==> src/rtl/dmem_arb_pkg.sv <==
// dmem_arb_pkg: shared types and constants for the data-RAM arbiter.
// Contents: owner_t (which port last used the RAM), the owner after reset,
// and the width/ceiling of the CPU stall counter.
// Build option: DMEM_ARB_RR_EN selects round-robin in the users of this
// package; the package itself is identical in both builds.
package dmem_arb_pkg;

    typedef enum logic {
        OWN_CPU = 1'b0,
        OWN_LDR = 1'b1
    } owner_t;

    localparam owner_t RESET_OWNER = OWN_LDR;

    localparam int                 STALL_W   = 16;
    localparam logic [STALL_W-1:0] STALL_MAX = {STALL_W{1'b1}};

endpackage

==> src/rtl/dmem_arb_pick.sv <==
// dmem_arb_pick: combinational winner selection for the data-RAM arbiter.
// Ports:
//   i_cpu_req / i_ldr_req  requests from the two ports
//   i_lock                 loader lock in force (loader owns the RAM)
//   i_last_owner           port granted most recently   (DMEM_ARB_RR_EN only)
//   i_burst_cnt            consecutive grants to owner  (DMEM_ARB_RR_EN only)
//   o_cpu_gnt / o_ldr_gnt  one-hot-or-zero grant
// Build option: DMEM_ARB_RR_EN = round-robin with burst limit; otherwise the
// CPU always wins contention.
module dmem_arb_pick
    import dmem_arb_pkg::*;
`ifdef DMEM_ARB_RR_EN
#(
    parameter int MAX_BURST = 4,
    parameter int BW        = 3
)
`endif
(
    input  logic          i_cpu_req,
    input  logic          i_ldr_req,
    input  logic          i_lock,
`ifdef DMEM_ARB_RR_EN
    input  owner_t        i_last_owner,
    input  logic [BW-1:0] i_burst_cnt,
`endif
    output logic          o_cpu_gnt,
    output logic          o_ldr_gnt
);

    logic w_cpu_pref;

`ifdef DMEM_ARB_RR_EN
    logic w_keep;
    // burst_cnt of zero means nothing has been granted since reset, so the
    // reset owner has no run to extend and the other port goes first.
    assign w_keep     = (i_burst_cnt != '0) && (i_burst_cnt < BW'(MAX_BURST));
    assign w_cpu_pref = (i_last_owner == OWN_CPU) ? w_keep : !w_keep;
`else
    assign w_cpu_pref = 1'b1;
`endif

    // While locked the CPU is shut out; the loader gets the RAM only if it
    // actually requests, otherwise the RAM idles.
    assign o_cpu_gnt = !i_lock && i_cpu_req && (!i_ldr_req || w_cpu_pref);
    assign o_ldr_gnt = i_ldr_req && !o_cpu_gnt;

endmodule

==> src/rtl/dmem_arbiter.sv <==
// dmem_arbiter: shares a single-port data RAM between the CPU and a loader.
// Ports:
//   clk, reset                         clock, asynchronous active-high reset
//   i_cpu_req/we/addr/wdata            CPU access request
//   o_cpu_ack, o_cpu_rdata, o_cpu_stall CPU completion, read data, stall
//   i_ldr_req/we/addr/wdata, i_ldr_lock loader access request and lock
//   o_ldr_ack, o_ldr_rdata             loader completion and read data
//   o_mem_we/addr/wdata, i_mem_rdata   RAM port (asynchronous read)
//   o_stall_cnt                        saturating count of CPU stall cycles
// Build option: DMEM_ARB_RR_EN = round-robin arbitration limited to
// MAX_BURST consecutive grants; otherwise fixed priority to the CPU.
module dmem_arbiter
    import dmem_arb_pkg::*;
#(
    parameter int AW        = 8,
    parameter int DW        = 8,
    parameter int MAX_BURST = 4
) (
    input  logic               clk,
    input  logic               reset,
    input  logic               i_cpu_req,
    input  logic               i_cpu_we,
    input  logic [AW-1:0]      i_cpu_addr,
    input  logic [DW-1:0]      i_cpu_wdata,
    output logic               o_cpu_ack,
    output logic [DW-1:0]      o_cpu_rdata,
    output logic               o_cpu_stall,
    input  logic               i_ldr_req,
    input  logic               i_ldr_we,
    input  logic [AW-1:0]      i_ldr_addr,
    input  logic [DW-1:0]      i_ldr_wdata,
    input  logic               i_ldr_lock,
    output logic               o_ldr_ack,
    output logic [DW-1:0]      o_ldr_rdata,
    output logic               o_mem_we,
    output logic [AW-1:0]      o_mem_addr,
    output logic [DW-1:0]      o_mem_wdata,
    input  logic [DW-1:0]      i_mem_rdata,
    output logic [STALL_W-1:0] o_stall_cnt
);

    if (MAX_BURST < 1) begin : g_bad_max_burst
        $error("dmem_arbiter: MAX_BURST must be at least 1");
    end

    logic               w_cpu_gnt;
    logic               w_ldr_gnt;
    logic               w_cpu_ack;
    logic               w_ldr_ack;
    logic               w_lock_active;
    logic               r_locked;
    logic [STALL_W-1:0] r_stall_cnt;

    // Dropping ldr_lock releases the RAM in that same cycle, so the normal
    // rules decide the winner while locked clears at the edge.
    assign w_lock_active = r_locked && i_ldr_lock;

`ifdef DMEM_ARB_RR_EN
    localparam int BW = $clog2(MAX_BURST + 1);

    owner_t        r_last_owner;
    logic [BW-1:0] r_burst_cnt;
    owner_t        w_owner;

    dmem_arb_pick #(
        .MAX_BURST (MAX_BURST),
        .BW        (BW)
    ) u_pick (
        .i_cpu_req    (i_cpu_req),
        .i_ldr_req    (i_ldr_req),
        .i_lock       (w_lock_active),
        .i_last_owner (r_last_owner),
        .i_burst_cnt  (r_burst_cnt),
        .o_cpu_gnt    (w_cpu_gnt),
        .o_ldr_gnt    (w_ldr_gnt)
    );

    assign w_owner = w_cpu_ack ? OWN_CPU : OWN_LDR;

    // burst_cnt stops at MAX_BURST: beyond that point only "reached" matters.
    always_ff @(posedge clk or posedge reset) begin
        if (reset) begin
            r_last_owner <= RESET_OWNER;
            r_burst_cnt  <= '0;
        end else if (w_cpu_ack || w_ldr_ack) begin
            r_last_owner <= w_owner;
            r_burst_cnt  <= (w_owner != r_last_owner)         ? BW'(1) :
                            (r_burst_cnt == BW'(MAX_BURST))    ? r_burst_cnt :
                                                                 r_burst_cnt + BW'(1);
        end
    end
`else
    dmem_arb_pick u_pick (
        .i_cpu_req (i_cpu_req),
        .i_ldr_req (i_ldr_req),
        .i_lock    (w_lock_active),
        .o_cpu_gnt (w_cpu_gnt),
        .o_ldr_gnt (w_ldr_gnt)
    );
`endif

    // Reset abandons the in-flight cycle: no ack, no RAM write.
    assign w_cpu_ack = w_cpu_gnt && !reset;
    assign w_ldr_ack = w_ldr_gnt && !reset;

    assign o_cpu_ack   = w_cpu_ack;
    assign o_ldr_ack   = w_ldr_ack;
    assign o_cpu_stall = i_cpu_req && !w_cpu_ack;

    assign o_mem_we    = w_cpu_ack ? i_cpu_we    : w_ldr_ack ? i_ldr_we    : 1'b0;
    assign o_mem_addr  = w_cpu_ack ? i_cpu_addr  : w_ldr_ack ? i_ldr_addr  : '0;
    assign o_mem_wdata = w_cpu_ack ? i_cpu_wdata : w_ldr_ack ? i_ldr_wdata : '0;
    assign o_cpu_rdata = w_cpu_ack ? i_mem_rdata : '0;
    assign o_ldr_rdata = w_ldr_ack ? i_mem_rdata : '0;
    assign o_stall_cnt = r_stall_cnt;

    always_ff @(posedge clk or posedge reset) begin
        if (reset) begin
            r_locked    <= 1'b0;
            r_stall_cnt <= '0;
        end else begin
            r_locked    <= (r_locked || w_ldr_ack) && i_ldr_lock;
            r_stall_cnt <= (o_cpu_stall && r_stall_cnt != STALL_MAX) ?
                           r_stall_cnt + STALL_W'(1) : r_stall_cnt;
        end
    end

endmodule

==> config.mk <==
export PLATFORM = sky130hd
export DESIGN_NAME = dmem_arbiter
export DESIGN_NICKNAME = d
export VERILOG_FILES = /design/src/rtl/dmem_arb_pkg.sv /design/src/rtl/dmem_arb_pick.sv /design/src/rtl/dmem_arbiter.sv
export SDC_FILE = /design/constraint.sdc
export NUM_CORES = 1
export LEC_CHECK = 0
export ABC_AREA = 0
export CORE_AREA = 2 2 62 64
export DETAILED_ROUTE_END_ITERATION = 7
export DIE_AREA = 0 0 64 66
export PLACE_DENSITY = 0.78
export SLEW_MARGIN = 30
export SYNTH_ARGS = -nofsm -noshare
export SYNTH_HDL_FRONTEND = slang
export SYNTH_SLANG_ARGS = --single-unit
export TNS_END_PERCENT = 1
==> constraint.sdc <==
create_clock -name clk -period 4.46 [get_ports clk]
set_clock_uncertainty 0.05 [all_clocks]
set_input_delay 0.892 -clock clk [delete_from_list [all_inputs] [get_ports clk]]
set_output_delay 0.892 -clock clk [all_outputs]
set_load 0.01 [all_outputs]
==> results of run 1 <==
-- cells in the mapped netlist --
cell type | instances | share of area, %
xor2_1 | 14 | 11
nor3_1 | 6 | 2.6
nor3b_2 | 1 | 1.1
mux2_4 | 1 | 1.3
a22o_1 | 17 | 13
nor3b_1 | 1 | 0.66
nand2_1 | 5 | 1.6
nand4_2 | 2 | 2.2
nor2_1 | 2 | 0.66
nand4_1 | 4 | 2.2
and3_1 | 10 | 5.5
and4_1 | 1 | 0.77
ha_1 | 1 | 1.1
inv_1 | 2 | 0.66
clkbuf_1 | 1 | 0.33
and2_1 | 10 | 5.5
nand3_1 | 3 | 1.3
o21a_1 | 1 | 0.66
buf_2 | 3 | 1.3
nor4_1 | 4 | 2.2
nor4b_1 | 3 | 2.3
nor4b_4 | 1 | 2.1
a21o_1 | 1 | 0.66
dfrtp_1 | 17 | 37
mux2_2 | 1 | 0.98
nor2_2 | 1 | 0.55
a21boi_2 | 1 | 0.98
-- sequential cells by signal, summed over array words and instances, names as in the netlist --
name,cells
r_locked,1
o_stall_cnt,16
-- worst max-delay path, cell delays in order --
cell and delay, ns:
clkdlybuf4s50_1 0.54, a21boi_2 0.37, and2_1 0.59, a22o_1 0.23
clkdlybuf4s50_1 0.56
-- final timing paths --
path                                            start                          end  slack, ns
min in group asynchronous                       reset   o_stall_cnt[8]$_DFFE_PP0P_       0.96
max reg2reg                o_stall_cnt[0]$_DFFE_PP0P_   o_stall_cnt[1]$_DFFE_PP0P_       2.48
min reg2reg                o_stall_cnt[6]$_DFFE_PP0P_   o_stall_cnt[6]$_DFFE_PP0P_       0.44
max                                         i_cpu_req               o_mem_wdata[4]       0.33
min                        o_stall_cnt[6]$_DFFE_PP0P_   o_stall_cnt[6]$_DFFE_PP0P_       0.44
max in group asynchronous                       reset  o_stall_cnt[14]$_DFFE_PP0P_       3.17
-- where the power goes --
group	internal, mW	total, mW	switching (mW)
Combinational	0.148	0.234	0.0858
Sequential	0.182	0.226	0.0438
Clock	0.0349	0.0842	0.0493
Total	0.365	0.544	0.179
-- stage by stage --
step / power [mW] / util, % / cell area, sq um
after CTS: 0.547 / 62.2 / 2210
after global routing: 0.573 / 62.2 / 2210
final: 0.544 / 62.2 / 2210
after global placement: 0.455 / 61.5 / 2180
after floorplan: 0.310 / - / 1140
after detailed placement: 0.461 / 61.5 / 2180
-- metal layers --
metal  vias up  wire length, um
met5         -                0
met4         0               36
met3         5              405
met2        79             2040
met1       628             1780
li1        631                -
-- kinds of logic after synthesis --
family,count (synthesis)
AOI/OAI and AO/OA,20
xor gates and xnor gates,14
adders and majority gates,1
buffers and inverters,6
DFF,17
muxes,2
and+or+nand+nor,54
-- cell type report --
type	count	area, sq um	area share (%)
tap	48	60.1	2.72
timing repair buffer	100	996	45.1
inverter	2	7.51	0.340
sequential	17	425	19.3
clock buffer	4	26.3	1.19
multi-input combinational	91	693	31.4
==> flow_results.xml, run 1 <==
<?xml version="1.0" encoding="UTF-8"?>
<metrics>
  <group name="die">
    <metric name="row_cnt" unit="">22</metric>
    <metric name="die_area" unit="sq um">4220</metric>
    <metric name="die_width" unit="um">64</metric>
    <metric name="core_area" unit="sq um">3550</metric>
    <metric name="die_height" unit="um">66</metric>
    <metric name="starting_density_of_the_core" unit="%">32.2</metric>
    <metric name="io_pins" unit="">99</metric>
  </group>
  <group name="layout">
    <metric name="net_count_final" unit="">263</metric>
    <metric name="synthToLayoutAreaGrowth" unit="%">92.9</metric>
    <metric name="fillerInstances" unit="">295</metric>
    <metric name="final_cell_mix" unit="">clkdlybuf4s50_1 (98), a22o_1 (17), dfrtp_1 (17)</metric>
    <metric name="stdcell_count" unit="">262</metric>
    <metric name="num_antenna_cells" unit="">0</metric>
    <metric name="ratio_of_cells_with_drive_above_1_in_the_final_layout" unit="%">6.07</metric>
    <metric name="layout_commonest_cell" unit="">clkdlybuf4s50_1</metric>
  </group>
  <group name="synth">
    <metric name="muxShareOfSynthArea" unit="%">2.30</metric>
    <metric name="synthesis.area" unit="sq um">1140</metric>
    <metric name="synth_adder_area_share" unit="%">1.09</metric>
    <metric name="post_synth_and_or_nand_nor_area_fraction" unit="%">31.1</metric>
    <metric name="dominant_combinational_cell_family_by_area_after_synthesis" unit="">simple AND/OR/NAND/NOR gates</metric>
    <metric name="syn_nets" unit="">162</metric>
    <metric name="netlist_instances" unit="">114</metric>
    <metric name="post_synth_num_cell_types" unit="">27</metric>
    <metric name="synth-warning-count" unit="">0</metric>
    <metric name="synth_seq_area_share" unit="%">37.2</metric>
    <metric name="number_of_register_bits_inferred_by_synthesis" unit="">17</metric>
    <metric name="synth-compound-area-share" unit="%">15.3</metric>
    <metric name="postSynthAreaPerCell" unit="sq um">10.0</metric>
    <metric name="synthXorXnorAreaFrac" unit="%">10.7</metric>
  </group>
  <group name="global_route">
    <metric name="globalRoute.busiestLayer" unit="">met2</metric>
    <metric name="grt.met1_usage" unit="%">24.8</metric>
    <metric name="grt_pass1_vias" unit="">1308</metric>
    <metric name="grt_first_pass_wirelength" unit="mm">6.61</metric>
    <metric name="grt_start_max_net_pins" unit="">26</metric>
    <metric name="grt_overflow_total" unit="">0</metric>
    <metric name="gr-usage-met3" unit="%">4.43</metric>
    <metric name="met2_usage" unit="%">34.2</metric>
    <metric name="antenna_found_initial" unit="">0</metric>
    <metric name="grtUsageTotal" unit="%">19.8</metric>
  </group>
  <group name="drt">
    <metric name="detail_route.vias_per_cell" unit="">5.13</metric>
    <metric name="drt_pre_antenna_iters" unit="">4</metric>
    <metric name="dr_total_vias" unit="">1343</metric>
    <metric name="drt-initial-drc-count" unit="">46</metric>
    <metric name="final_antenna_net_count" unit="">0</metric>
    <metric name="detail_route.drc_violations" unit="">0</metric>
    <metric name="per_cell_routed_wire_length" unit="um">16.3</metric>
    <metric name="total_wire_length_after_detailed_routing" unit="mm">4.26</metric>
  </group>
  <group name="timing">
    <metric name="finalHoldWorstSlack" unit="ns">0.443</metric>
    <metric name="period_utilization_post_route" unit="%">92.6</metric>
    <metric name="fmax" unit="GHz">0.242</metric>
    <metric name="timing.final.hold_violations" unit="">0</metric>
    <metric name="tightestPinTransition" unit="ns">0.623</metric>
    <metric name="period_needed" unit="ns">4.13</metric>
    <metric name="final-setup-viol-count" unit="">0</metric>
    <metric name="timing.final.ws_setup" unit="ns">0.330</metric>
    <metric name="tns" unit="ns">0</metric>
    <metric name="slew_headroom" unit="%">58.5</metric>
    <metric name="rsz_0062_raised_after_global_routing" unit="">false</metric>
    <metric name="final-max-slew-violation-count" unit="">0</metric>
  </group>
  <group name="critical_path">
    <metric name="reg2regPathDepth" unit="">5</metric>
    <metric name="required_time_at_the_endpoint_of_the_critical_path" unit="ns">3.52</metric>
    <metric name="crit_arrival" unit="ns">3.19</metric>
    <metric name="critical_path_class" unit="">input pin to primary output</metric>
    <metric name="worstSetupStartpointType" unit="">input pin</metric>
    <metric name="path_max_fanout" unit="">18</metric>
    <metric name="timing.critical_path.to_type" unit="">primary output</metric>
  </group>
  <group name="clock_tree">
    <metric name="hold_buffers" unit="">0</metric>
    <metric name="clock_sinks" unit="">17</metric>
    <metric name="clk_pin_slew" unit="ns">0.09</metric>
    <metric name="max-clock-path-buffers" unit="">2</metric>
    <metric name="cts-resized-gates" unit="">0</metric>
    <metric name="cts_root_buffer" unit="">clkbuf_4</metric>
    <metric name="worstSkewPairLatency" unit="ns">0.30</metric>
    <metric name="clock_tree_from_tritoncts" unit="">built</metric>
    <metric name="buffers_inserted_during_post_cts_setup_optimization" unit="">0</metric>
    <metric name="cts_htree_levels" unit="">1</metric>
    <metric name="tritoncts.num_buffers" unit="">3</metric>
  </group>
  <group name="pwr">
    <metric name="p_leak" unit="nW">0.986</metric>
    <metric name="max-vdd-ir-drop" unit="mV">0.241</metric>
    <metric name="pwr_density_cell" unit="nW/um^2">247</metric>
  </group>
  <group name="placed_design">
    <metric name="dpl.hpwl" unit="mm">3.32</metric>
    <metric name="detailedPlace.worstSlack" unit="ns">0.331</metric>
    <metric name="placedCellCount" unit="">258</metric>
    <metric name="place.port_buffers" unit="">98</metric>
    <metric name="gp_congestion" unit="">0.846</metric>
  </group>
  <group name="outcome">
    <metric name="status" unit="">finished clean</metric>
  </group>
  <group name="min_path">
    <metric name="hold-path-cell-count" unit="">1</metric>
    <metric name="min_path_type" unit="">register to register</metric>
  </group>
  <group name="flow_run">
    <metric name="drv_cap" unit="">0</metric>
  </group>
</metrics>
Power figures use the tool's default switching activity.
==> run 2, diff against run 1 <==
- REMOVE_ABC_BUFFERS: not set -> 1
==> run 2 against run 1 <==
Effect of this change: die area is the same; critical path depth is the same; via count shrank 0.52%; sequential cell count is the same; final area grew 0.40%; maximum frequency shrank 1.5%; worst setup slack lost 0.064 ns; register-to-register slack is essentially flat; core utilization grew 0.25 points; routed wire length grew 4.0%; first-iteration DRC count shrank 33%; critical path type unchanged; largest cell class unchanged.
==> flow_results.xml, run 2 (same netlist as run 1, synthesis figures left out) <==
<?xml version="1.0" encoding="UTF-8"?>
<metrics>
  <group name="layout">
    <metric name="final_cell_mix" unit="">clkdlybuf4s50_1 (98), a22o_1 (17), dfrtp_1 (17)</metric>
    <metric name="fillerInstances" unit="">292</metric>
    <metric name="stdcell_count" unit="">263</metric>
    <metric name="final_instance_area" unit="sq um">2220</metric>
    <metric name="net_count_final" unit="">264</metric>
    <metric name="synthToLayoutAreaGrowth" unit="%">93.7</metric>
    <metric name="num_antenna_cells" unit="">0</metric>
    <metric name="ratio_of_cells_with_drive_above_1_in_the_final_layout" unit="%">6.98</metric>
    <metric name="layout_commonest_cell" unit="">clkdlybuf4s50_1</metric>
    <metric name="number_of_flip_flops_in_the_largest_register" unit="">16</metric>
  </group>
  <group name="outcome">
    <metric name="status" unit="">finished clean</metric>
  </group>
  <group name="critical_path">
    <metric name="crit_family" unit="">buffers and inverters</metric>
    <metric name="crit_arrival" unit="ns">3.25</metric>
    <metric name="critical_path_class" unit="">input pin to primary output</metric>
    <metric name="path_max_fanout" unit="">18</metric>
    <metric name="worstSetupStartpointType" unit="">input pin</metric>
    <metric name="critical-path-top-cell-by-count" unit="">clkdlybuf4s50_1</metric>
    <metric name="slowest_delay" unit="ns">0.58</metric>
    <metric name="required_time_at_the_endpoint_of_the_critical_path" unit="ns">3.52</metric>
    <metric name="cells_along_the_critical_path" unit="">clkdlybuf4s50_1, a21boi_2, and2_1, a22o_1, clkdlybuf4s50_1</metric>
    <metric name="critPathSlowestCell" unit="">and2_1</metric>
    <metric name="timing.critical_path.to_type" unit="">primary output</metric>
    <metric name="worstSetupStartpoint" unit="">i_cpu_req</metric>
    <metric name="buffers_and_inverters_on_the_worst_path" unit="">2</metric>
    <metric name="rr_startpoint" unit="">o_stall_cnt[1]$_DFFE_PP0P_</metric>
  </group>
  <group name="placed_design">
    <metric name="dpl.hpwl" unit="mm">3.56</metric>
    <metric name="detailedPlace.worstSlack" unit="ns">0.303</metric>
    <metric name="place.port_buffers" unit="">98</metric>
    <metric name="placed_cell_area" unit="sq um">2190</metric>
    <metric name="gp_congestion" unit="">0.819</metric>
    <metric name="placedCellCount" unit="">259</metric>
  </group>
  <group name="clock_tree">
    <metric name="clock_tree_from_tritoncts" unit="">built</metric>
    <metric name="clk_pin_slew" unit="ns">0.09</metric>
    <metric name="buffers_inserted_during_post_cts_setup_optimization" unit="">0</metric>
    <metric name="max-clock-path-buffers" unit="">2</metric>
    <metric name="clock_sinks" unit="">17</metric>
    <metric name="cts_htree_levels" unit="">1</metric>
    <metric name="cts_root_buffer" unit="">clkbuf_4</metric>
    <metric name="hold_buffers" unit="">0</metric>
    <metric name="cts-resized-gates" unit="">0</metric>
    <metric name="worstSkewPairLatency" unit="ns">0.29</metric>
    <metric name="tritoncts.num_buffers" unit="">3</metric>
  </group>
  <group name="timing">
    <metric name="period_utilization_post_route" unit="%">94.0</metric>
    <metric name="tightestPinTransition" unit="ns">0.606</metric>
    <metric name="rsz_0062_raised_after_global_routing" unit="">false</metric>
    <metric name="final-max-slew-violation-count" unit="">0</metric>
    <metric name="tns" unit="ns">0</metric>
    <metric name="final-setup-viol-count" unit="">0</metric>
    <metric name="fmax" unit="GHz">0.238</metric>
    <metric name="timing.final.hold_violations" unit="">0</metric>
    <metric name="timing.final.ws_setup" unit="ns">0.266</metric>
    <metric name="period_needed" unit="ns">4.19</metric>
    <metric name="slew_headroom" unit="%">59.6</metric>
  </group>
  <group name="pwr">
    <metric name="max-vdd-ir-drop" unit="mV">0.251</metric>
    <metric name="p_leak" unit="nW">0.994</metric>
    <metric name="pwr_density_cell" unit="nW/um^2">244</metric>
  </group>
  <group name="drt">
    <metric name="met2RoutedLength" unit="mm">2.07</metric>
    <metric name="detail_route.drc_violations" unit="">0</metric>
    <metric name="final_antenna_net_count" unit="">0</metric>
    <metric name="top_layer" unit="">met4</metric>
    <metric name="detail_route_met3_wl" unit="um">386</metric>
    <metric name="dr_total_vias" unit="">1336</metric>
    <metric name="total_wire_length_after_detailed_routing" unit="mm">4.43</metric>
    <metric name="drt-initial-drc-count" unit="">31</metric>
    <metric name="met1_wire_length" unit="mm">1.95</metric>
    <metric name="drt_pre_antenna_iters" unit="">4</metric>
    <metric name="detail_route.vias_per_cell" unit="">5.08</metric>
    <metric name="per_cell_routed_wire_length" unit="um">16.8</metric>
  </group>
  <group name="die">
    <metric name="core_area" unit="sq um">3550</metric>
    <metric name="starting_density_of_the_core" unit="%">32.2</metric>
    <metric name="io_pins" unit="">99</metric>
    <metric name="die_width" unit="um">64</metric>
    <metric name="row_cnt" unit="">22</metric>
    <metric name="die_height" unit="um">66</metric>
    <metric name="die_area" unit="sq um">4220</metric>
  </group>
  <group name="global_route">
    <metric name="grt_first_pass_wirelength" unit="mm">6.86</metric>
    <metric name="grt_pass1_vias" unit="">1370</metric>
    <metric name="grt_start_max_net_pins" unit="">26</metric>
    <metric name="grtUsageTotal" unit="%">21.2</metric>
    <metric name="grt_overflow_total" unit="">0</metric>
    <metric name="antenna_found_initial" unit="">0</metric>
  </group>
  <group name="min_path">
    <metric name="hold_path.startpoint" unit="">o_stall_cnt[6]$_DFFE_PP0P_</metric>
    <metric name="min_path_type" unit="">register to register</metric>
  </group>
  <group name="flow_run">
    <metric name="drv_cap" unit="">0</metric>
  </group>
</metrics>
run 2: path summary, 6_finish.rpt:
path,slack [ns],end,depth (start not counted)
worst max-delay path,0.27,o_mem_addr[7],5
worst min-delay path,0.44,o_stall_cnt[6]$_DFFE_PP0P_,1
worst min register to register,0.44,o_stall_cnt[6]$_DFFE_PP0P_,1
worst max register to register,2.48,o_stall_cnt[1]$_DFFE_PP0P_,5
max in group asynchronous,3.16,o_stall_cnt[3]$_DFFE_PP0P_,3
min in group asynchronous,0.99,o_stall_cnt[9]$_DFFE_PP0P_,3
run 2: through the flow:
stage	total power, mW	hold slack, ns	util (%)
global route	0.575	0.487	62.4
floorplan	0.309	0.459	-
CTS	0.546	0.446	62.4
finish	0.541	0.443	62.4
detailed placement	0.464	0.431	61.7
global placement	0.456	0.422	61.7
run 2: power breakdown:
| part | switching (mW) | internal (mW) | leakage, nW |
|---|---|---|---|
| Clock | 0.0469 | 0.0334 | 0.0177 |
| Combinational | 0.0864 | 0.149 | 0.751 |
| Sequential | 0.0427 | 0.182 | 0.226 |
run 2: layer usage:
metal,vias to the layer above,global-route usage [%]
li1,632,-
met1,628,27.5
met2,72,36.1
met3,4,4.26
met4,0,4.89
met5,-,0
run 2: layout make-up:
cell class                 count  area, sq um  area share, %
clock inverter                 1         5.00          0.226
inverter                       2         7.51          0.339
multi-input combinational     91          693           31.3
tap                           48         60.1           2.71
clock buffer                   3         22.5           1.02
timing repair buffer         101         1000           45.3
sequential                    17          425           19.2
==> run 3, diff against run 2 <==
- GPL_ROUTABILITY_DRIVEN: not set -> 0
- PLACE_DENSITY: 0.78 -> 0.8
==> run 3 against run 2 <==
Effect of this change: clock-buffer cell count rose by 1; highest routed layer unchanged; largest cell class unchanged; final area rose by 0.85%; largest power group unchanged; sequential share of layout area fell by 0.16 points; die area did not move; hold slack got worse by 0.0030 ns; clock power rose by 4.6%; worst setup slack improved by 0.068 ns; routed wire length rose by 13%; critical path type unchanged; core utilization rose by 0.53 points; global-route usage rose by 2.0 points; combinational power rose by 3%; sequential cell count did not move.
==> flow_results.xml, run 3 (same netlist as run 1, synthesis figures left out) <==
<?xml version="1.0" encoding="UTF-8"?>
<metrics>
  <group name="critical_path">
    <metric name="critPathSlowestCell" unit="">nor3b_2</metric>
    <metric name="crit_family" unit="">buffers and inverters</metric>
    <metric name="worstSetupStartpoint" unit="">i_cpu_req</metric>
    <metric name="path_max_fanout" unit="">12</metric>
    <metric name="r2r_slack" unit="ns">2.47</metric>
    <metric name="required_time_at_the_endpoint_of_the_critical_path" unit="ns">3.52</metric>
    <metric name="timing.critical_path.to_type" unit="">primary output</metric>
    <metric name="crit_arrival" unit="ns">3.18</metric>
    <metric name="buffers_and_inverters_on_the_worst_path" unit="">3</metric>
    <metric name="critical_path_class" unit="">input pin to primary output</metric>
    <metric name="worstSetupStartpointType" unit="">input pin</metric>
    <metric name="cells_along_the_critical_path" unit="">clkdlybuf4s50_1, a21boi_2, nor3b_2, buf_4, a22o_1, clkdlybuf4s50_1</metric>
    <metric name="rr_startpoint" unit="">o_stall_cnt[0]$_DFFE_PP0P_</metric>
    <metric name="critical-path-top-cell-by-count" unit="">clkdlybuf4s50_1</metric>
    <metric name="slowest_delay" unit="ns">0.60</metric>
  </group>
  <group name="clock_tree">
    <metric name="max-clock-path-buffers" unit="">2</metric>
    <metric name="clock_sinks" unit="">17</metric>
    <metric name="tritoncts.num_buffers" unit="">3</metric>
    <metric name="cts-resized-gates" unit="">0</metric>
    <metric name="hold_buffers" unit="">0</metric>
    <metric name="cts_htree_levels" unit="">1</metric>
    <metric name="cts_root_buffer" unit="">clkbuf_4</metric>
    <metric name="clock_tree_from_tritoncts" unit="">built</metric>
    <metric name="clk_pin_slew" unit="ns">0.10</metric>
    <metric name="worstSkewPairLatency" unit="ns">0.29</metric>
    <metric name="buffers_inserted_during_post_cts_setup_optimization" unit="">0</metric>
  </group>
  <group name="die">
    <metric name="die_area" unit="sq um">4220</metric>
    <metric name="row_cnt" unit="">22</metric>
    <metric name="starting_density_of_the_core" unit="%">32.2</metric>
    <metric name="core_area" unit="sq um">3550</metric>
    <metric name="die_width" unit="um">64</metric>
    <metric name="die_height" unit="um">66</metric>
    <metric name="io_pins" unit="">99</metric>
  </group>
  <group name="drt">
    <metric name="final_antenna_net_count" unit="">0</metric>
    <metric name="drt-initial-drc-count" unit="">62</metric>
    <metric name="total_wire_length_after_detailed_routing" unit="mm">5.00</metric>
    <metric name="detail_route.drc_violations" unit="">0</metric>
    <metric name="per_cell_routed_wire_length" unit="um">18.9</metric>
    <metric name="detail_route.vias_per_cell" unit="">5.24</metric>
    <metric name="dr_total_vias" unit="">1384</metric>
    <metric name="drt_pre_antenna_iters" unit="">4</metric>
  </group>
  <group name="pwr">
    <metric name="share_comb_of_total_power" unit="%">43.8</metric>
    <metric name="p_int" unit="mW">0.368</metric>
    <metric name="p_leak" unit="nW">1.00</metric>
    <metric name="pwr-share-seq" unit="%">41.0</metric>
    <metric name="pwr_density_cell" unit="nW/um^2">247</metric>
    <metric name="sw_frac_of_total" unit="%">33.4</metric>
    <metric name="power.net_switching" unit="mW">0.184</metric>
    <metric name="max-vdd-ir-drop" unit="mV">0.306</metric>
    <metric name="pwr-share-clk" unit="%">15.2</metric>
  </group>
  <group name="min_path">
    <metric name="hold_path.startpoint" unit="">o_stall_cnt[6]$_DFFE_PP0P_</metric>
    <metric name="min_path_type" unit="">register to register</metric>
  </group>
  <group name="placed_design">
    <metric name="place.port_buffers" unit="">98</metric>
    <metric name="detailedPlace.worstSlack" unit="ns">0.378</metric>
    <metric name="dpl.hpwl" unit="mm">3.90</metric>
  </group>
  <group name="timing">
    <metric name="slew_headroom" unit="%">53.0</metric>
    <metric name="tightestPinTransition" unit="ns">0.703</metric>
    <metric name="final-setup-viol-count" unit="">0</metric>
    <metric name="period_needed" unit="ns">4.13</metric>
    <metric name="timing.final.hold_violations" unit="">0</metric>
    <metric name="tns" unit="ns">0</metric>
    <metric name="fmax" unit="GHz">0.242</metric>
    <metric name="final-max-slew-violation-count" unit="">0</metric>
    <metric name="period_utilization_post_route" unit="%">92.5</metric>
    <metric name="rsz_0062_raised_after_global_routing" unit="">false</metric>
    <metric name="timing.final.ws_setup" unit="ns">0.333</metric>
  </group>
  <group name="layout">
    <metric name="synthToLayoutAreaGrowth" unit="%">95.3</metric>
    <metric name="net_count_final" unit="">265</metric>
    <metric name="num_antenna_cells" unit="">0</metric>
    <metric name="final_cell_mix" unit="">clkdlybuf4s50_1 (98), a22o_1 (17), dfrtp_1 (17)</metric>
    <metric name="number_of_flip_flops_in_the_largest_register" unit="">16</metric>
    <metric name="utilization" unit="%">63.0</metric>
    <metric name="layout_commonest_cell" unit="">clkdlybuf4s50_1</metric>
    <metric name="ratio_of_cells_with_drive_above_1_in_the_final_layout" unit="%">6.94</metric>
  </group>
  <group name="outcome">
    <metric name="status" unit="">finished clean</metric>
  </group>
  <group name="global_route">
    <metric name="globalRoute.busiestLayer" unit="">met1</metric>
    <metric name="grt_first_pass_wirelength" unit="mm">7.29</metric>
    <metric name="gr-usage-met3" unit="%">9.37</metric>
    <metric name="antenna_found_initial" unit="">0</metric>
    <metric name="grt_overflow_total" unit="">0</metric>
    <metric name="grtUsageTotal" unit="%">23.2</metric>
    <metric name="grt_start_max_net_pins" unit="">26</metric>
    <metric name="grt_pass1_vias" unit="">1341</metric>
    <metric name="met2_usage" unit="%">32.9</metric>
    <metric name="grt.met1_usage" unit="%">33.3</metric>
  </group>
  <group name="flow_run">
    <metric name="drv_cap" unit="">0</metric>
  </group>
</metrics>
## run 3: power groups by stage
stage | Clock, mW | Combinational, mW | Sequential [mW]
2_1_floorplan | 0 | 0.0768 | 0.232
3_3_place_gp | 0 | 0.239 | 0.226
3_5_place_dp | 0 | 0.240 | 0.227
4_1_cts | 0.0848 | 0.243 | 0.225
5_1_grt | 0.0945 | 0.258 | 0.229
6_report | 0.0839 | 0.242 | 0.226
## run 3: path summary, 6_finish.rpt
path / end / depth (start not counted)
setup / recovery: o_mem_wdata[5] / 6
hold / removal: o_stall_cnt[6]$_DFFE_PP0P_ / 1
setup reg to reg: o_stall_cnt[1]$_DFFE_PP0P_ / 5
hold reg to reg: o_stall_cnt[6]$_DFFE_PP0P_ / 1
max in group asynchronous: o_stall_cnt[2]$_DFFE_PP0P_ / 3
min in group asynchronous: o_stall_cnt[3]$_DFFE_PP0P_ / 3
## run 3: cell type report
class                      count  area, sq um
clock buffer                   4         26.3
timing repair buffer         102         1020
tap                           48         60.1
multi-input combinational     91          693
sequential                    17          425
inverter                       2         7.51
fill                         286         1320
## run 3: metrics by stage
step	area [sq um]	total power, mW	hold WS, ns	cells
2_1_floorplan	1130	0.309	0.459	110
3_3_place_gp	2210	0.465	0.425	260
3_5_place_dp	2210	0.466	0.430	260
4_1_cts	2240	0.552	0.447	264
5_1_grt	2240	0.581	0.485	264
6_report	2240	0.552	0.440	264
## run 3: per-layer routing
metal	vias up	share of wire [%]
met2	98	38
met5	-	0
met1	646	46
met4	0	0.62
met3	6	15
li1	634	-
